$ cat src/rtl/random_access_memory.sv
// 16x8 program/data RAM: run-mode writes from the CPU bus, manual-mode writes
// from front-panel switches on a synchronized, edge-detected push-button.
module random_access_memory #(
  parameter int unsigned DATA_WIDTH  = 8,
  parameter int unsigned ADDR_WIDTH  = 4,
  parameter int unsigned SYNC_STAGES = 2
) (
  input  logic                  clk,
  input  logic                  rst_n,
  input  logic                  read_from_bus,
  input  logic                  manual_mode,
  input  logic                  manual_read,
  input  logic [ADDR_WIDTH-1:0] address,
  input  logic [DATA_WIDTH-1:0] program_switches,
  input  logic [DATA_WIDTH-1:0] bus_in,
  output logic [DATA_WIDTH-1:0] bus_out
);

  localparam int unsigned DEPTH = 2 ** ADDR_WIDTH;

  logic [DATA_WIDTH-1:0]  mem_q [DEPTH];
  logic [DATA_WIDTH-1:0]  mem_d [DEPTH];
  logic [SYNC_STAGES-1:0] sync_q;
  logic [SYNC_STAGES-1:0] sync_d;
  logic                   history_q;
  logic                   history_d;
  logic                   write_pulse;
  logic                   write_en;
  logic [DATA_WIDTH-1:0]  write_data;

  // The synchronizer runs in both modes so a press held across a mode
  // switch has already been consumed by the edge detector.
  always_comb begin
    sync_d      = {sync_q[SYNC_STAGES-2:0], manual_read};
    history_d   = sync_q[SYNC_STAGES-1];
    write_pulse = sync_q[SYNC_STAGES-1] & ~history_q;
  end

  always_comb begin
    write_en   = manual_mode ? write_pulse : read_from_bus;
    write_data = manual_mode ? program_switches : bus_in;
  end

  always_comb begin
    for (int unsigned i = 0; i < DEPTH; i++) begin
      mem_d[i] = mem_q[i];
    end
    if (write_en) begin
      mem_d[address] = write_data;
    end
  end

  always_ff @(posedge clk or negedge rst_n) begin
    if (!rst_n) begin
      sync_q    <= '0;
      history_q <= 1'b0;
      for (int unsigned i = 0; i < DEPTH; i++) begin
        mem_q[i] <= '0;
      end
    end else begin
      sync_q    <= sync_d;
      history_q <= history_d;
      for (int unsigned i = 0; i < DEPTH; i++) begin
        mem_q[i] <= mem_d[i];
      end
    end
  end

  assign bus_out = mem_q[address];

endmodule

$ cat config.mk
export PLATFORM = sky130hd
export DESIGN_NAME = random_access_memory
export DESIGN_NICKNAME = d
export VERILOG_FILES = /design/src/rtl/random_access_memory.sv
export SDC_FILE = /design/constraint.sdc
export NUM_CORES = 1
export LEC_CHECK = 0
export ABC_CLOCK_PERIOD_IN_PS = 2100
export CAP_MARGIN = 20
export CORE_MARGIN = 8
export CORE_UTILIZATION = 52
export CTS_BUF_LIST = sky130_fd_sc_hd__clkbuf_4 sky130_fd_sc_hd__clkbuf_8
export CTS_CLUSTER_DIAMETER = 50
export DETAILED_ROUTE_END_ITERATION = 16
export GPL_TIMING_DRIVEN = 0
export MAX_ROUTING_LAYER = met4
export PLACE_DENSITY = 0.72
export SETUP_SLACK_MARGIN = 0.5
export SLEW_MARGIN = 20
export SYNTH_ARGS = -nofsm -noshare
export SYNTH_HDL_FRONTEND = slang
export SYNTH_SLANG_ARGS = --single-unit
export TNS_END_PERCENT = 100
$ cat constraint.sdc
create_clock -name clk -period 2.1 [get_ports clk]
set_input_delay 0.42 -clock clk [delete_from_list [all_inputs] [get_ports clk]]
set_output_delay 0.42 -clock clk [all_outputs]
set_load 0.1 [all_outputs]
==> results.toml, run 1 <==
[outcome]
outcome = "finished, violations left"
failed_checks = "negative setup slack"

[job]
cap_violations = 0

[critical_path]
cp.depth = 8
crit_path_start_kind = "primary input"
end_kind = "output port"
slowest_delay_ps = 530
crit_path_end = "bus_out[2]"
cpLargestDelayFamily = "buffers and inverters"
cp_cell_sequence = "buf_8, buf_12, buf_12, buf_16, mux4_2, a22oi_2, nand2_4, buf_12"
r2r_cells = 7
reg2reg_to = "mem_q[84]$_DFFE_PN0P_"
path_class = "primary input to output port"
ff2ff_setup_slack_ps = 210
crit_buf_inv = 5
reg2reg_from = "history_q$_DFF_PN0_"
cp_data_required_time_ps = 1680
cp_common_cell = "buf_12"
cp.arrival_ps = 1890
crit_slowest_cell = "mux4_2"
critPathMaxFanout = 7
critPathLaunch = "address[0]"

[timing]
slew_headroom = 0.657
final_max_slew_viol_count = 0
skew_ps = 6.16
period_needed_ps = 2310
hold_viol_final = 0
worst_slew_pin_slew_ps = 514
rsz0062_at_grt = "true"
worst_slack_ps = -214
max_freq_mhz = 432
setup_viol_count_final = 8
post-route-period-util = 1.10

[floorplanning]
die_w_um = 126
fp.coreArea_um2 = 11900
initial_core_util = 0.528
rows = 40
die_h_um = 126
io_pins = 33
die-area_um2 = 15900

[final_layout]
fin_cells = 637
area_growth_pct = 39.6
nFillCells = 715
layout.nets = 502
antennaDiodeCount = 0
final_cell_area_um2 = 8770
multi_input_comb_area_um2 = 3510
drive_gt1_frac = 0.653
seq_area_um2 = 3280

[global_routing]
antenna_found_initial = 0
grt_overflow_total = 0
grt_max_degree = 68
grt_pass1_vias = 4277
grt_util_all_layers = 0.225
grt_first_pass_wirelength_mm = 25.9

[placed_design]
portBuffers = 31
place_area_um2 = 7470
placed_cells = 563
gp_congestion = 0.788
dp_hpwl_mm = 9.56

[clock_network]
cts_tree = "yes"
cts_buffers = 17
cts_sinks = 131
path_clk_slew_ps = 70
cts-root-buf = "clkbuf_8"
clk_latency_ps = 440
clock_path_buffers = 2
cts.htree.levels = 4

[drt]
wirelength_mm = 16.5
highest_layer = "met4"
firstDrtPassIters = 4
route.detailed.drc = 0
vias = 3847
wl_met3_um = 826
avgViaCountPerCell = 6.04
wl_met2_mm = 7.84
wl_per_cell_um = 25.9
ant_nets = 0
wl_met1_mm = 7.41
initialDrtViolationCount = 199

[worst_hold_path]
hp-class = "flop to flop"

[synth]
seq_area_frac_synth = 0.522
syn_inst = 383
ys_seq_elements = 131
syn_avg_cell_area_um2 = 16.4
syn_area_um2 = 6280
synth_fp_nets = 408
yosysUniqueCellTypes = 20
yosysWarnings = 0

[power_and_ir_drop]
leakagePower_nw = 3.75
ir_worst_vdd_mv = 0.614
powerDensity_nw_per_um2 = 957
[synthesized netlist by cell type]
master	count	area (um2)
a22oi_1	16	120
nor2_1	1	3.75
clkbuf_1	10	37.5
and2_1	1	6.26
buf_4	2	15.0
buf_6	4	45.0
a2111oi_4	6	165
mux4_2	32	721
dfrtp_1	131	3280
nand2b_1	7	43.8
nand3b_1	1	7.51
a211oi_4	9	180
mux2_2	136	1530
buf_2	10	50.1
a21oi_2	1	8.76
buf_1	2	7.51
nand2_1	10	37.5
nor2b_1	2	12.5
nand2_2	1	6.26
or4_1	1	7.51
[layer usage]
metal / vias up / global-route usage
met1: 2079 / 0.294
met2: 108 / 0.329
li1: 1635 / -
met5: - / -
met4: 0 / 0.0821
met3: 25 / 0.0650
[final cells by class]
type                    instances  share of cell area
clock inverters                 9              0.0144
well taps                     147              0.0210
repair buffers                 75               0.121
clock buffers                  23              0.0340
multi-input cells             224               0.400
plain buffers                  28              0.0361
flip-flops and latches        131               0.374
[kinds of logic after synthesis]
family,count (synthesis),synth area share
AO/OA/AOI/OAI,32,0.0755
multiplexers,168,0.358
AND/OR/NAND/NOR,24,0.0199
buffers and inverters,28,0.0247
flip-flops,131,0.522
[cells in the final DEF (no fill, tap or decap), types with 2 or more instances in the layout]
master and instances:
clkbuf_4 4, buf_2 2, bufinv_16 3, mux2_2 8
clkbuf_8 21, nor2b_1 2, clkbuf_1 8, nand2b_1 5
buf_6 17, nand2_1 2, clkinv_2 4, a211oi_4 9
mux2_4 128, a2111oi_4 6, buf_16 4, dfrtp_1 131
buf_8 2, clkdlybuf4s50_1 17, a22oi_2 16, dlygate4sd2_1 2
nand2b_4 2, buf_12 34, buf_4 13, nand2_4 9
mux4_2 32
[metrics by stage]
stage | power (mW) | setup slack, ps | setup TNS [ps] | util | hold WS, ps
finish | 8.39 | -214 | -1240 | 0.736 | 363
global route | 8.73 | -239 | -1600 | 0.736 | 365
CTS | 8.35 | -189 | -1300 | 0.732 | 368
detailed placement | 5.78 | -1800 | -80880 | 0.627 | 340
global placement | 5.71 | -4380 | -651620 | 0.624 | 343
floorplan | 5.26 | 56.7 | 0 | - | 124
[state kept, by name, summed over array words and instances (netlist names)]
| name | flops |
|---|---|
| sync_q | 2 |
| history_q | 1 |
| mem_q | 128 |
[worst register-to-register path, stage by stage, from the launching register on]
cell       delay (ps)
dfrtp_1           350
nand3b_1          160
buf_6             130
buf_6             120
buf_12            130
a2111oi_4         360
buf_6             210
mux2_4            310
[timing repair]
item,CTS,global route
hold buffers,1,0
hold endpoints to repair,66,0
gates cloned,3,0
endpoints found under the setup margin,136,136
resized for setup,148,4
pin swaps,27,16
setup buffers,33,5
[power breakdown]
| part | switching (mW) | internal (mW) | total (mW) |
|---|---|---|---|
| logic | 1.05 | 1.54 | 2.59 |
| clock network | 0.986 | 1.31 | 2.29 |
| registers | 0.359 | 3.16 | 3.52 |
[worst min-delay path by stage]
stage / start / cells after the start / to
after detailed placement: sync_q[0]$_DFF_PN0_ / 0 / sync_q[1]$_DFF_PN0_
after CTS: sync_q[0]$_DFF_PN0_ / 0 / sync_q[1]$_DFF_PN0_
after global placement: sync_q[0]$_DFF_PN0_ / 0 / sync_q[1]$_DFF_PN0_
final: sync_q[0]$_DFF_PN0_ / 0 / sync_q[1]$_DFF_PN0_
after global routing: sync_q[0]$_DFF_PN0_ / 0 / sync_q[1]$_DFF_PN0_
after floorplan: rst_n / 0 / history_q$_DFF_PN0_
(Power assumes the default switching activity.)
==> run 2, diff against run 1 <==
--- a/config.mk
+++ b/config.mk
@@ -16,7 +16,7 @@
 export MAX_ROUTING_LAYER = met4
 export PLACE_DENSITY = 0.72
 export SETUP_SLACK_MARGIN = 0.5
-export SLEW_MARGIN = 20
+export SLEW_MARGIN = 10
 export SYNTH_ARGS = -nofsm -noshare
 export SYNTH_HDL_FRONTEND = slang
 export SYNTH_SLANG_ARGS = --single-unit
==> results.toml, run 2 (same netlist as run 1, synthesis figures left out) <==
[outcome]
outcome = "finished, violations left"
failed_checks = "negative setup slack"

[critical_path]
critPathLaunch = "address[0]"
reg2reg_from = "history_q$_DFF_PN0_"
crit_path_end = "bus_out[2]"
cp.arrival_ps = 1850
path_class = "primary input to output port"
critPathMaxFanout = 7
ff2ff_setup_slack_ps = 30
reg2reg_to = "mem_q[63]$_DFFE_PN0P_"
r2r_cells = 9
crit_path_start_kind = "primary input"
end_kind = "output port"
cp_data_required_time_ps = 1680

[power_and_ir_drop]
powerDensity_nw_per_um2 = 970
leakagePower_nw = 3.77
ir_worst_vdd_mv = 0.701

[global_routing]
grt_overflow_total = 0
grt_max_degree = 68
grt_util_all_layers = 0.227
grt_first_pass_wirelength_mm = 26.3
antenna_found_initial = 0
grt_pass1_vias = 4284

[drt]
firstDrtPassIters = 4
initialDrtViolationCount = 239
ant_nets = 0
wl_per_cell_um = 25.8
avgViaCountPerCell = 6.05
wirelength_mm = 16.5
route.detailed.drc = 0
vias = 3866

[final_layout]
drive_gt1_frac = 0.652
top_regs = "mem_q x128, sync_q x2, history_q x1"
antennaDiodeCount = 0
area_growth_pct = 40.7
layout.nets = 504
regMostFlops = "mem_q"
largest_register_ffs = 128
fin_util = 0.742
final_cell_mix = "dfrtp_1 (131), mux2_4 (128), buf_12 (35)"
layout.cells.most_common = "dfrtp_1"

[timing]
hold-worst-slack_ps = 372
max_freq_mhz = 441
rsz0062_at_grt = "true"
period_needed_ps = 2270
slew_headroom = 0.583
skew_ps = 7.47
post-route-period-util = 1.08
setup_viol_count_final = 8
worst_slew_pin_slew_ps = 626
final_max_slew_viol_count = 0
hold_viol_final = 0
worst_slack_ps = -166

[clock_network]
cts-root-buf = "clkbuf_8"
cts_tree = "yes"
cts.htree.levels = 4
clk_latency_ps = 430
clock_path_buffers = 2
path_clk_slew_ps = 80
cts_buffers = 17
cts_sinks = 131

[placed_design]
gp_congestion = 0.788
portBuffers = 31
dp_hpwl_mm = 9.57

[floorplanning]
die_h_um = 126
io_pins = 33
fp.coreArea_um2 = 11900
rows = 40
die-area_um2 = 15900
initial_core_util = 0.528
die_w_um = 126

[worst_hold_path]
hp-class = "flop to flop"

[job]
cap_violations = 0
run 2: changes by cell type in the layout (fill, tap and decap cells not counted), moves of 2 or more:
cell,change
buf_6,+3
clkbuf_4,-3
clkinvlp_4,+2
buf_4,-2
bufinv_16,+2
run 2: routing by layer:
metal	vias to the layer above	wire (um)	global-route usage
met4	0	376	0.0821
met1	2112	7440	0.301
met5	-	0	-
met3	23	735	0.0553
li1	1634	-	-
met2	97	7910	0.335
run 2: layout make-up:
type                       instances  area [um2]
buffer                            28         320
sequential                       131        3280
fill                             702        3070
multi-input combinational        224        3510
clock inverter                    13         205
clock buffer                      19         262
tap                              147         184
timing repair buffer              77        1080
run 2: power by group:
part	internal (mW)	total, mW	switching (mW)
Clock	1.48	2.48	1.00
Sequential	3.16	3.51	0.354
Combinational	1.54	2.59	1.05
run 2: what timing repair did:
item / in CTS / in global routing
resized for setup: 150 / 4
buffers inserted: 35 / 6
hold buffers: 1 / 0
endpoints found under the setup margin: 136 / 136
endpoints found under the hold margin: 64 / 0
pin swaps: 27 / 16
gates cloned: 2 / 0
run 2: metrics by stage:
step	cells	setup WS, ps	power [mW]	cell area (um2)	setup TNS [ps]
2_1_floorplan	383	56.7	5.26	6940	0
3_3_place_gp	561	-4380	5.71	7430	-651620
3_5_place_dp	563	-1800	5.78	7470	-80010
4_1_cts	633	-192	8.57	8780	-1330
5_1_grt	639	-205	8.92	8840	-1570
6_report	639	-166	8.58	8840	-1160
run 2: how the worst min path moves through the flow:
stage / startpoint / to / slack (ps) / cells past startpoint
CTS: sync_q[0]$_DFF_PN0_ / sync_q[1]$_DFF_PN0_ / 370 / 0
floorplan: rst_n / history_q$_DFF_PN0_ / 120 / 0
global placement: sync_q[0]$_DFF_PN0_ / sync_q[1]$_DFF_PN0_ / 340 / 0
global route: sync_q[0]$_DFF_PN0_ / sync_q[1]$_DFF_PN0_ / 370 / 0
detailed placement: sync_q[0]$_DFF_PN0_ / sync_q[1]$_DFF_PN0_ / 340 / 0
finish: sync_q[0]$_DFF_PN0_ / sync_q[1]$_DFF_PN0_ / 370 / 0
run 2: worst max-delay path, stage by stage:
cell     delay (ps)
buf_8            80
buf_12          130
buf_12          110
buf_16          120
mux4_2          530
a22oi_2         190
nand2_4          80
buf_12          170
==> run 3, diff against run 2 <==
--- a/config.mk
+++ b/config.mk
@@ -12,12 +12,12 @@
 export CTS_BUF_LIST = sky130_fd_sc_hd__clkbuf_4 sky130_fd_sc_hd__clkbuf_8
 export CTS_CLUSTER_DIAMETER = 50
 export DETAILED_ROUTE_END_ITERATION = 16
+export DONT_BUFFER_PORTS = 1
 export GPL_TIMING_DRIVEN = 0
 export MAX_ROUTING_LAYER = met4
-export PLACE_DENSITY = 0.72
+export PLACE_DENSITY = 0.69
 export SETUP_SLACK_MARGIN = 0.5
 export SLEW_MARGIN = 10
 export SYNTH_ARGS = -nofsm -noshare
 export SYNTH_HDL_FRONTEND = slang
 export SYNTH_SLANG_ARGS = --single-unit
-export TNS_END_PERCENT = 100
==> results.toml, run 3 (same netlist as run 1, synthesis figures left out) <==
[final_layout]
final_cell_area_um2 = 8260
area_growth_pct = 31.4
top_regs = "mem_q x128, sync_q x2, history_q x1"
regMostFlops = "mem_q"
fin_cells = 603
antennaDiodeCount = 0
fin_util = 0.693
drive_gt1_frac = 0.662
layout.cells.most_common = "dfrtp_1"
layout.nets = 468
final_cell_mix = "dfrtp_1 (131), mux2_4 (128), mux4_2 (32)"
largest_register_ffs = 128

[drt]
wirelength_mm = 16.8
ant_nets = 0
avgViaCountPerCell = 6.29
route.detailed.drc = 0
wl_per_cell_um = 27.9
firstDrtPassIters = 4
vias = 3794
initialDrtViolationCount = 332

[placed_design]
gp_congestion = 0.764
dp_hpwl_mm = 9.36
portBuffers = 0
pre_cts_slack_ps = -379
placed_cells = 530
place_area_um2 = 7120

[timing]
skew_ps = 6.52
final_max_slew_viol_count = 0
hold_viol_final = 131
max_freq_mhz = 442
worst_slack_ps = -163
hold-worst-slack_ps = -336
rsz0062_at_grt = "true"
period_needed_ps = 2260
slew_headroom = 0.530
fin_setup_tns_ps = -939
post-route-period-util = 1.08
setup_viol_count_final = 8
worst_slew_pin_slew_ps = 705

[job]
cap_violations = 0

[clock_network]
path_clk_slew_ps = 70
hold_buffers = 1
clock_path_buffers = 2
cts.htree.levels = 4
cts_sinks = 131
cts-root-buf = "clkbuf_8"
cts_tree = "yes"
cts_buffers = 17
clk_latency_ps = 440

[global_routing]
grt_util_all_layers = 0.231
grt_max_degree = 132
antenna_found_initial = 0
grt_overflow_total = 0
grt_pass1_vias = 4218
grt_first_pass_wirelength_mm = 26.4

[floorplanning]
rows = 40
io_pins = 33
fp.coreArea_um2 = 11900
die_h_um = 126
die-area_um2 = 15900
initial_core_util = 0.528
die_w_um = 126

[power_and_ir_drop]
p_seq_frac = 0.442
leakagePower_nw = 3.52
finalPower_mw = 7.98
sw_frac_of_total = 0.287
p_sw_mw = 2.29
powerDensity_nw_per_um2 = 966
power.internal_mw = 5.69
clkPwrFrac = 0.279
combPwrFrac = 0.279
ir_worst_vdd_mv = 0.558

[outcome]
outcome = "finished, violations left"
failed_checks = "negative hold slack, negative setup slack"

[critical_path]
cp_data_required_time_ps = 1680
crit_path_start_kind = "flop"
r2r_cells = 8
end_kind = "output port"
critPathMaxFanout = 2
cp.arrival_ps = 1840
cp_cell_sequence = "mux4_2, a22oi_2, nand2_4"
critPathLaunch = "mem_q[87]$_DFFE_PN0P_"
reg2reg_from = "history_q$_DFF_PN0_"
slowest_delay_ps = 510
crit_slowest_cell = "mux4_2"
path_class = "flop to output port"

[worst_hold_path]
hp-class = "primary input to async pin"
==> run 3: layout make-up <==
| type | count | area (um2) |
|---|---|---|
| Buffer | 28 | 264 |
| Clock buffer | 21 | 277 |
| Clock inverter | 11 | 134 |
| Fill cell | 774 | 3650 |
| Multi-Input combinational cell | 224 | 3490 |
| Sequential cell | 131 | 3280 |
| Tap cell | 147 | 184 |
| Timing Repair Buffer | 41 | 634 |
==> run 3: worst paths after layout <==
kind,end,slack (ps)
setup / recovery,bus_out[7],-160
hold / removal,mem_q[28]$_DFFE_PN0P_,-340
setup reg to reg,mem_q[114]$_DFFE_PN0P_,110
hold reg to reg,sync_q[1]$_DFF_PN0_,360
max in group asynchronous,mem_q[57]$_DFFE_PN0P_,2230
min in group clk,sync_q[1]$_DFF_PN0_,360
==> run 3: what timing repair did <==
item | CTS | global route
hold endpoints to repair | 132 | 131
setup endpoints to repair | 136 | 136
gates cloned | 1 | 0
resized for setup | 45 | 5
setup buffers | 33 | 6
pin swaps | 20 | 17
==> run 3: power by group through the flow <==
stage	clock network, mW	logic [mW]	registers, mW
finish	2.22	2.23	3.53
global placement	0	2.04	3.49
CTS	2.25	2.21	3.51
floorplan	0	1.85	3.41
global route	2.37	2.34	3.59
detailed placement	0	2.08	3.53
==> run 3: per-layer routing <==
layer,up-vias,part of all wire,GRT usage
li1,1560,-,-
met1,2091,0.44,0.298
met2,106,0.47,0.334
met3,37,0.053,0.0658
met4,0,0.036,0.101
met5,-,0,-
==> run 3: critical path: cells and delay by family, from the launching register on <==
kind | cells | cell delay (ps)
AOI/OAI and AO/OA | 1 | 220
DFF | 1 | 420
muxes | 1 | 510
and+or+nand+nor | 1 | 230
